$ cat config.mk
export PLATFORM = sky130hd
export DESIGN_NAME = dispatch_queue
export DESIGN_NICKNAME = d
export VERILOG_FILES = /design/src/rtl/dispatch_queue.sv
export SDC_FILE = /design/constraint.sdc
export NUM_CORES = 1
export LEC_CHECK = 0
export CAP_MARGIN = 20
export CELL_PAD_IN_SITES_DETAIL_PLACEMENT = 0
export CELL_PAD_IN_SITES_GLOBAL_PLACEMENT = 1
export CORE_ASPECT_RATIO = 0.6
export CORE_MARGIN = 10
export CORE_UTILIZATION = 45
export DETAILED_ROUTE_END_ITERATION = 12
export PLACE_DENSITY = 0.94
export SETUP_SLACK_MARGIN = 0.2
export SYNTH_ARGS = -nofsm -noshare
export SYNTH_HDL_FRONTEND = slang
export SYNTH_SLANG_ARGS = --single-unit
$ cat constraint.sdc
create_clock -name clk_in -period 9.4 [get_ports clk_in]
set_clock_uncertainty 0.15 [all_clocks]
set_input_delay 0.94 -clock clk_in [delete_from_list [all_inputs] [get_ports clk_in]]
set_output_delay 0.94 -clock clk_in [all_outputs]
set_load 0.05 [all_outputs]
$ cat src/rtl/dispatch_queue.sv
// Decoded-instruction FIFO between fetch and RoB/RS/LSB. Issues the head strictly in order,
// stalling only on the units that head needs, and captures operands with CDB forwarding.
module dispatch_queue #(
   parameter int RoB_WIDTH       = 3,
   parameter int QUEUE_DEPTH_LOG = 2,
   parameter int CDB_PORTS       = 2
) (
   input  logic                             clk_in,
   input  logic                             rst_in,
   input  logic                             rdy_in,
   input  logic                             flush_signal,
   input  logic                             in_valid,
   output logic                             in_ready,
   input  logic [31:0]                      in_pc,
   input  logic [31:0]                      in_imm,
   input  logic [6:0]                       in_opcode,
   input  logic [4:0]                       in_rs1,
   input  logic [4:0]                       in_rs2,
   input  logic [4:0]                       in_rd,
   input  logic                             in_predict,
   output logic [4:0]                       RF_rs1,
   output logic [4:0]                       RF_rs2,
   input  logic [RoB_WIDTH:0]               RF_Qj,
   input  logic [RoB_WIDTH:0]               RF_Qk,
   input  logic [31:0]                      RF_Vj,
   input  logic [31:0]                      RF_Vk,
   input  logic [CDB_PORTS-1:0]             cdb_valid,
   input  logic [CDB_PORTS*RoB_WIDTH-1:0]   cdb_tag,
   input  logic [CDB_PORTS*32-1:0]          cdb_data,
   input  logic                             RoB_isFull,
   input  logic                             RS_isFull,
   input  logic                             LSB_isFull,
   input  logic [RoB_WIDTH-1:0]             RoB_newEntryIndex,
   output logic                             RoB_newEntry_en,
   output logic                             RS_newEntry_en,
   output logic                             LSB_newEntry_en,
   output logic                             RF_newEntry_en,
   output logic [RoB_WIDTH-1:0]             out_robIndex,
   output logic [6:0]                       out_opcode,
   output logic [4:0]                       out_rd,
   output logic [31:0]                      out_pc,
   output logic [31:0]                      out_next_pc,
   output logic [31:0]                      out_imm,
   output logic [31:0]                      out_Vj,
   output logic [31:0]                      out_Vk,
   output logic [RoB_WIDTH:0]               out_Qj,
   output logic [RoB_WIDTH:0]               out_Qk,
   output logic                             out_predict,
   output logic                             out_already_ready,
   output logic [31:0]                      out_ready_data
);

   localparam int DEPTH = 1 << QUEUE_DEPTH_LOG;
   localparam logic [RoB_WIDTH:0]       NON_DEP    = {1'b1, {RoB_WIDTH{1'b0}}};
   localparam logic [QUEUE_DEPTH_LOG:0] FULL_COUNT = {1'b1, {QUEUE_DEPTH_LOG{1'b0}}};

   localparam logic [6:0] OP_LUI   = 7'd1;
   localparam logic [6:0] OP_AUIPC = 7'd2;
   localparam logic [6:0] OP_JAL   = 7'd3;
   localparam logic [6:0] OP_JALR  = 7'd4;
   localparam logic [6:0] OP_BEQ   = 7'd5;
   localparam logic [6:0] OP_BGEU  = 7'd10;
   localparam logic [6:0] OP_LB    = 7'd11;
   localparam logic [6:0] OP_LHU   = 7'd15;
   localparam logic [6:0] OP_SB    = 7'd16;
   localparam logic [6:0] OP_SW    = 7'd18;
   localparam logic [6:0] OP_ADDI  = 7'd19;
   localparam logic [6:0] OP_SRAI  = 7'd27;
   localparam logic [6:0] OP_ADD   = 7'd28;
   localparam logic [6:0] OP_AND   = 7'd37;

   typedef struct packed {
      logic [31:0] pc;
      logic [31:0] imm;
      logic [6:0]  opcode;
      logic [4:0]  rs1;
      logic [4:0]  rs2;
      logic [4:0]  rd;
      logic        predict;
   } entry_t;

   entry_t queue_mem [DEPTH];
   entry_t head_entry;
   entry_t in_entry;

   logic [QUEUE_DEPTH_LOG-1:0] head_ptr_reg;
   logic [QUEUE_DEPTH_LOG-1:0] tail_ptr_reg;
   logic [QUEUE_DEPTH_LOG:0]   count_reg;

   logic is_lui, is_auipc, is_jal, is_jalr, is_branch, is_load, is_store, is_itype, is_rtype;
   logic is_known, needs_rs, needs_lsb, uses_rs1, uses_rs2, writes_rd;
   logic head_valid, issue, pop, push;

   assign head_entry = queue_mem[head_ptr_reg];
   assign in_entry   = '{pc: in_pc, imm: in_imm, opcode: in_opcode, rs1: in_rs1,
                         rs2: in_rs2, rd: in_rd, predict: in_predict};
   assign RF_rs1     = head_entry.rs1;
   assign RF_rs2     = head_entry.rs2;
   assign in_ready   = (count_reg != FULL_COUNT);
   assign head_valid = (count_reg != '0);

   assign is_lui    = head_entry.opcode == OP_LUI;
   assign is_auipc  = head_entry.opcode == OP_AUIPC;
   assign is_jal    = head_entry.opcode == OP_JAL;
   assign is_jalr   = head_entry.opcode == OP_JALR;
   assign is_branch = (head_entry.opcode >= OP_BEQ)  && (head_entry.opcode <= OP_BGEU);
   assign is_load   = (head_entry.opcode >= OP_LB)   && (head_entry.opcode <= OP_LHU);
   assign is_store  = (head_entry.opcode >= OP_SB)   && (head_entry.opcode <= OP_SW);
   assign is_itype  = (head_entry.opcode >= OP_ADDI) && (head_entry.opcode <= OP_SRAI);
   assign is_rtype  = (head_entry.opcode >= OP_ADD)  && (head_entry.opcode <= OP_AND);

   assign needs_rs  = is_jalr || is_branch || is_itype || is_rtype;
   assign needs_lsb = is_load || is_store;
   assign is_known  = is_lui || is_auipc || is_jal || needs_rs || needs_lsb;
   assign uses_rs1  = needs_rs || needs_lsb;
   assign uses_rs2  = is_branch || is_store || is_rtype;
   assign writes_rd = is_known && !is_branch && !is_store && (head_entry.rd != 5'd0);

   // Unknown opcodes need no unit, so they leave the queue as soon as they reach the head.
   assign issue = rdy_in && !flush_signal && head_valid && is_known && !RoB_isFull
                  && !(needs_rs && RS_isFull) && !(needs_lsb && LSB_isFull);
   assign pop   = issue || (rdy_in && !flush_signal && head_valid && !is_known);
   assign push  = !rst_in && rdy_in && !flush_signal && in_valid && in_ready;

   logic [CDB_PORTS-1:0] hit_j, hit_k;
   genvar gi;
   generate
      for (gi = 0; gi < CDB_PORTS; gi++) begin : g_cdb
         assign hit_j[gi] = cdb_valid[gi] && (cdb_tag[gi*RoB_WIDTH +: RoB_WIDTH] == RF_Qj[RoB_WIDTH-1:0]);
         assign hit_k[gi] = cdb_valid[gi] && (cdb_tag[gi*RoB_WIDTH +: RoB_WIDTH] == RF_Qk[RoB_WIDTH-1:0]);
      end
   endgenerate

   logic [31:0] fwd_j_data, fwd_k_data;
   always_comb begin
      fwd_j_data = '0;
      fwd_k_data = '0;
      // Scan downward so the lowest matching channel is the last one written.
      for (int i = CDB_PORTS - 1; i >= 0; i--) begin
         if (hit_j[i]) fwd_j_data = cdb_data[i*32 +: 32];
         if (hit_k[i]) fwd_k_data = cdb_data[i*32 +: 32];
      end
   end

   logic [31:0]      vj_next, vk_next, next_pc_next, ready_data_next, seq_pc, upper_imm;
   logic [RoB_WIDTH:0] qj_next, qk_next;
   always_comb begin
      vj_next = RF_Vj;
      qj_next = RF_Qj;
      vk_next = RF_Vk;
      qk_next = RF_Qk;
      if (!uses_rs1 || head_entry.rs1 == 5'd0) begin
         vj_next = '0;
         qj_next = NON_DEP;
      end else if (RF_Qj != NON_DEP && |hit_j) begin
         vj_next = fwd_j_data;
         qj_next = NON_DEP;
      end
      if (!uses_rs2 || head_entry.rs2 == 5'd0) begin
         vk_next = '0;
         qk_next = NON_DEP;
      end else if (RF_Qk != NON_DEP && |hit_k) begin
         vk_next = fwd_k_data;
         qk_next = NON_DEP;
      end
   end

   always_comb begin
      seq_pc          = head_entry.pc + 32'd4;
      upper_imm       = head_entry.imm << 12;
      next_pc_next    = (is_jal || is_branch) ? head_entry.pc + head_entry.imm : seq_pc;
      ready_data_next = '0;
      if (is_lui)        ready_data_next = upper_imm;
      else if (is_auipc) ready_data_next = head_entry.pc + upper_imm;
      else if (is_jal)   ready_data_next = seq_pc;
   end

   always_ff @(posedge clk_in) begin
      if (push) queue_mem[tail_ptr_reg] <= in_entry;
   end

   always_ff @(posedge clk_in) begin
      if (rst_in) begin
         head_ptr_reg      <= '0;
         tail_ptr_reg      <= '0;
         count_reg         <= '0;
         RoB_newEntry_en   <= 1'b0;
         RS_newEntry_en    <= 1'b0;
         LSB_newEntry_en   <= 1'b0;
         RF_newEntry_en    <= 1'b0;
         out_robIndex      <= '0;
         out_opcode        <= '0;
         out_rd            <= '0;
         out_pc            <= '0;
         out_next_pc       <= '0;
         out_imm           <= '0;
         out_Vj            <= '0;
         out_Vk            <= '0;
         out_Qj            <= '0;
         out_Qk            <= '0;
         out_predict       <= 1'b0;
         out_already_ready <= 1'b0;
         out_ready_data    <= '0;
      end else if (!rdy_in) begin
         RoB_newEntry_en <= 1'b0;
         RS_newEntry_en  <= 1'b0;
         LSB_newEntry_en <= 1'b0;
         RF_newEntry_en  <= 1'b0;
      end else if (flush_signal) begin
         head_ptr_reg    <= '0;
         tail_ptr_reg    <= '0;
         count_reg       <= '0;
         RoB_newEntry_en <= 1'b0;
         RS_newEntry_en  <= 1'b0;
         LSB_newEntry_en <= 1'b0;
         RF_newEntry_en  <= 1'b0;
      end else begin
         if (push) tail_ptr_reg <= tail_ptr_reg + 1'b1;
         if (pop)  head_ptr_reg <= head_ptr_reg + 1'b1;
         case ({push, pop})
            2'b10:   count_reg <= count_reg + 1'b1;
            2'b01:   count_reg <= count_reg - 1'b1;
            default: count_reg <= count_reg;
         endcase
         RoB_newEntry_en <= issue;
         RS_newEntry_en  <= issue && needs_rs;
         LSB_newEntry_en <= issue && needs_lsb;
         RF_newEntry_en  <= issue && writes_rd;
         if (issue) begin
            out_robIndex      <= RoB_newEntryIndex;
            out_opcode        <= head_entry.opcode;
            out_rd            <= (is_branch || is_store) ? 5'd0 : head_entry.rd;
            out_pc            <= head_entry.pc;
            out_next_pc       <= next_pc_next;
            out_imm           <= is_rtype ? 32'd0 : head_entry.imm;
            out_Vj            <= vj_next;
            out_Vk            <= vk_next;
            out_Qj            <= qj_next;
            out_Qk            <= qk_next;
            out_predict       <= is_branch && head_entry.predict;
            out_already_ready <= is_lui || is_auipc || is_jal;
            out_ready_data    <= ready_data_next;
         end
      end
   end

endmodule

**Yosys cells after proc, flatten, opt, wreduce, memory -nomap -nowiden**

Memories as Yosys holds them, arrays and structs flattened. A register that Yosys moved wholly into a read port is not among the register bits.
Cells that the tools add are included.

- Register bits: 228
- Bits in writable memories: 348
- Input bits: 242
- Output and inout bits: 232
- Logic and storage cells: 151
- Memories kept: 1

- Add/subtract/negate cells: 7
- $lt $le $gt $ge: 10
- Equal/unequal tests: 13
- Mux-type cells: 28
- Bitwise logic cells: 2
- Reductions and logical operators: 70

Memories:

| memory | words | bits a word | rd ports | clocked after Yosys merged registers in | wr ports | RTL line | source |
|---|---|---|---|---|---|---|---|
| queue_mem | 4 | 87 | 1 | 1 | 1 | 82 | `entry_t queue_mem [DEPTH];` |

Operators by type and width:

| cell | count |
|---|---|
| $mux 32 | 13 |
| $add 32x32->32 | 2 |
| $add 32x3->32 const B | 1 |
| $logic_and 1x1->1 | 31 |
| $ge 7x5->1 const B | 3 |
| $mux 4 | 4 |
| $logic_or 1x1->1 | 15 |
| $eq 7x2->1 const B | 2 |
| $le 7x4->1 const B | 2 |
| $le 7x5->1 const B | 2 |
| $eq 3x3->1 | 4 |
| $mux 2 | 6 |
| $logic_not 1->1 | 10 |
| $logic_not 5->1 | 2 |
| $ne 4x4->1 const B | 2 |
| $eq 7x1->1 const B | 1 |
| $eq 7x3->1 const B | 1 |
| $ge 7x3->1 const B | 1 |
| $ge 7x4->1 const B | 1 |
| $le 7x6->1 const B | 1 |
| $pmux 3 s2 | 1 |
| $reduce_and 2->1 | 3 |
| $reduce_bool 3->1 | 2 |
| $mux 5 | 1 |
| other kinds (14) | 19 |

**Logic depth before layout (Yosys ltp)**

- Word-level depth: 16
- Depth in mapped cells: 21
- Gate-level depth less buffers: 13

**Worst setup path after synthesis**

OpenSTA, ideal clock, no wires.

- Kind: register -> register
- Start point: register (tool-made name)
- End point: register out_next_pc[28]
- Library setup time: 0.132 ns
- Arrival: 4.504 ns
- Required time: 9.118 ns
- Path slack: 4.614 ns
- Stages on the path, launching flop included: 20
- Path buffers: 8
- Period minus slack after synthesis: 4.786 ns
- Cell sequence: dfxtp_1 buf_6 buf_8 buf_8 buf_8 buf_8 buf_4 buf_4 buf_4 mux4_2 ha_1 a21o_1 a21o_1 a2111oi_0 o32a_1 o31a_1 o21bai_1 a311o_1 a311oi_1 nor3_1

RTL lines:

| element | RTL line | source |
|---|---|---|
| end signal, assigned | 234 | `out_next_pc <= next_pc_next;` |
| end, declared | 42 | `output logic [31:0] out_next_pc,` |

==> impl_metrics.ini <==
[worst_hold_path]
timing.hold.worst.class = flip-flop to flip-flop
timing.hold.worst_path_depth = 2
hold_start = out_Vj[0]
min_to = out_Vj[0]

[place]
routabilityCongestion = 0.951
place.detailed.instances = 3285
placement.io_buffers = 473
place_worst_setup_slack_ps = 4110
hpwlAfterDp_um = 66100

[floorplan]
floorplan.core_area_um2 = 57300
row_count = 68
die_x_um = 330
chipHeight_um = 206
io-pin-count = 474
initial_utilization_pct = 45.4
dieArea_um2 = 68200

[layout]
syn2layout_area_growth_pct = 27.4
fillCellCount = 4710
largest-register = queue_mem
largest_register_ff_count = 348
finalNonFillerCells = 3401
layout_commonest_cell = clkdlybuf4s50_1
nets = 2872
mostFrequentLayoutCells = 472 x clkdlybuf4s50_1, 348 x edfxtp_1, 263 x nand2_1
layout-drive-gt1-share_pct = 9.17

[clock_tree]
cts_max_level = 2
clockRootBuffer = clkbuf_16
postCtsSetupRepairBufs = 0
clock_insertion_delay_at_the_later_pin_of_the_skew_report_ps = 620
clockBufferDepth = 3
cts.sinks = 578
cts_hold_repair_buffers = 0
cts-buffers-inserted = 55
tritoncts = done
ctsResizeCount = 0
clock_pin_slew_on_the_worst_setup_and_hold_paths_ps = 80

[worst_setup_path]
worst_path_dominant_cell_family = compound AO/OA/AOI/OAI gates
crit_arrival_ps = 5600
end_kind = flip-flop
ff2ff_path_depth = 12
worstPathCellList = buf_4 > mux4_2 > ha_1 > a21o_1 > a21o_1 > a2111oi_0 > o32a_1 > o31a_1 > o21bai_1 > a311o_1 > a311oi_1 > nor3_1
path_buf_inv = 1
crit_fanout = 36
critPathKind = flip-flop to flip-flop
end_of_the_worst_register_to_register_path = out_next_pc[28]
cpMostUsedCell = a21o_1
start_kind = flip-flop
slowest_stage = dfxtp_4
critical_path_required_ps = 9720
max_stage_delay_ps = 760
reg2reg_slack_ps = 4120

[power_and_ir_drop]
total_power_draw_uw = 5540
power.leakage_uw = 0.0108
largest_voltage_drop_on_the_vdd_net_uv = 197
powerDensity_nw_per_um2 = 167

[logic_synthesis]
ys_seq_elements = 578
synth-edff-count = 348
synth.distinct_cells = 85
primary_flip_flop_cell_chosen_by_synthesis_mapping = edfxtp_1
async_flop_share_pct = 0
synth_seq_area_share_pct = 57.9
mappedNetlistArea_um2 = 26000
synth_fp_nets = 2482
synth-warning-count = 0
synth.avg_cell_area_um2 = 11.9
gate_count_after_technology_mapping = 2182

[global_routing]
grt.overflow.total = 0
pin_count_of_the_biggest_net_entering_global_routing = 201
grt_antenna_before_repair = 19
grt_first_pass_wirelength_um = 132000
track_usage_pct = 25.8
via_count_of_the_first_global_routing_pass = 19717

[timing]
maxClockFrequency_ghz = 0.189
setup_ws_ps = 4120
rsz0062_at_grt = no
finalSetupTns_ps = 0
max-slew-margin-rel_pct = 22.7
final_report_hold_violation_count = 0
layout_min_cycle_time_ps = 5280
finalCritPeriodShare_pct = 56.2
number_of_setup_violations_in_the_final_report = 0
final-max-slew-violation-count = 0
tightest_slew_ps = 1160

[routing]
via_per_inst = 6.02
totalWireLength_um = 92300
route.antenna.remaining_nets = 1
drt-wirelength-per-cell_um = 27.1
drt_drc_violations_left = 0
detailroute.via_count = 20469
dr.pass1.iters = 6
number_of_drc_markers_after_the_initial_detailed_route_iteration = 2365

[run_status]
failed_checks = antenna violations
run_status = finished with violations

[job]
maxCapViolCount = 0
metal layers:
layer	up-vias	share of wire (%)	global-route usage [%]
met3	177	12	8.70
met5	-	0.060	0
met1	10130	41	36.0
li1	9040	-	-
met2	1110	44	37.8
met4	12	2.9	7.35
final cells by class:
cell class	instances	area [um^2]	share of cell area [%]
sequential	578	15100	45.4
multi-input combinational	1406	10100	30.4
timing repair buffer	495	4910	14.8
clock buffer	64	1460	4.40
tap	770	963	2.91
clock inverter	39	504	1.52
inverter	36	135	0.408
antenna	13	32.5	0.0981
how the worst max path moves through the flow:
stage	from	endpoint	depth (start not counted)	slack, ps
floorplan	flip-flop	out_next_pc[28]	19	4610
global placement	flip-flop	out_next_pc[28]	12	4230
detailed placement	flip-flop	out_next_pc[28]	12	4110
CTS	flip-flop	out_next_pc[28]	12	4130
global route	flip-flop	out_next_pc[28]	12	3800
finish	flip-flop	out_next_pc[28]	12	4120
cells by family after synthesis:
family                     Yosys count  share of synthesized area [%]
AOI/OAI and AO/OA                  530                           14.1
adders and majority gates           58                           2.88
muxes                               93                           7.76
and+or+nand+nor                    638                           10.9
DFF                                578                           57.9
buffers and inverters              198                           3.65
xor gates and xnor gates            87                           2.93
synthesized netlist by cell type, types with 12 or more instances:
| master | n | area (um^2) |
|---|---|---|
| o2111ai_1 | 34 | 298 |
| buf_2 | 58 | 290 |
| xnor2_1 | 61 | 534 |
| nor2_1 | 183 | 687 |
| o21ai_0 | 41 | 205 |
| and3_1 | 12 | 75.1 |
| a311oi_1 | 15 | 131 |
| and2_1 | 14 | 87.6 |
| nand3_1 | 49 | 245 |
| a22o_1 | 38 | 333 |
| nor3_1 | 39 | 195 |
| a21o_1 | 19 | 143 |
| mux4_2 | 87 | 1960 |
| a2111oi_0 | 31 | 272 |
| inv_1 | 36 | 135 |
| nand2_1 | 263 | 987 |
| xor2_1 | 26 | 228 |
| clkbuf_1 | 77 | 289 |
| nand4_1 | 16 | 100 |
| buf_4 | 22 | 165 |
| dfxtp_1 | 230 | 4600 |
| edfxtp_1 | 348 | 10500 |
| a211oi_1 | 23 | 173 |
| ha_1 | 55 | 688 |
| nand2b_1 | 13 | 81.3 |
| a22oi_1 | 49 | 368 |
| a21oi_1 | 180 | 901 |
power breakdown:
part | internal [uW] | total (uW) | switching, uW
Clock | 1380 | 2420 | 1040
Combinational | 186 | 427 | 241
Sequential | 2690 | 2700 | 6.52
Total | 4260 | 5540 | 1280
stage by stage:
stage | hold slack (ps) | area, um^2 | utilization, %
2_1_floorplan | 291 | 26000 | -
3_3_place_gp | 290 | 31200 | 54.3
3_5_place_dp | 293 | 31200 | 54.3
4_1_cts | 302 | 33100 | 57.8
5_1_grt | 318 | 33100 | 57.8
6_report | 302 | 33200 | 57.8
worst reg2reg max path: cells and delay by family (launching register included):
kind / cells / cell delay (ps)
AO/OA/AOI/OAI: 8 / 2260
adder cells (fa/ha/maj): 1 / 410
buffers and inverters: 1 / 730
flip-flops: 1 / 760
multiplexers: 1 / 770
AND/OR/NAND/NOR: 1 / 70
No activity file was read; power rests on OpenSTA's default activity.
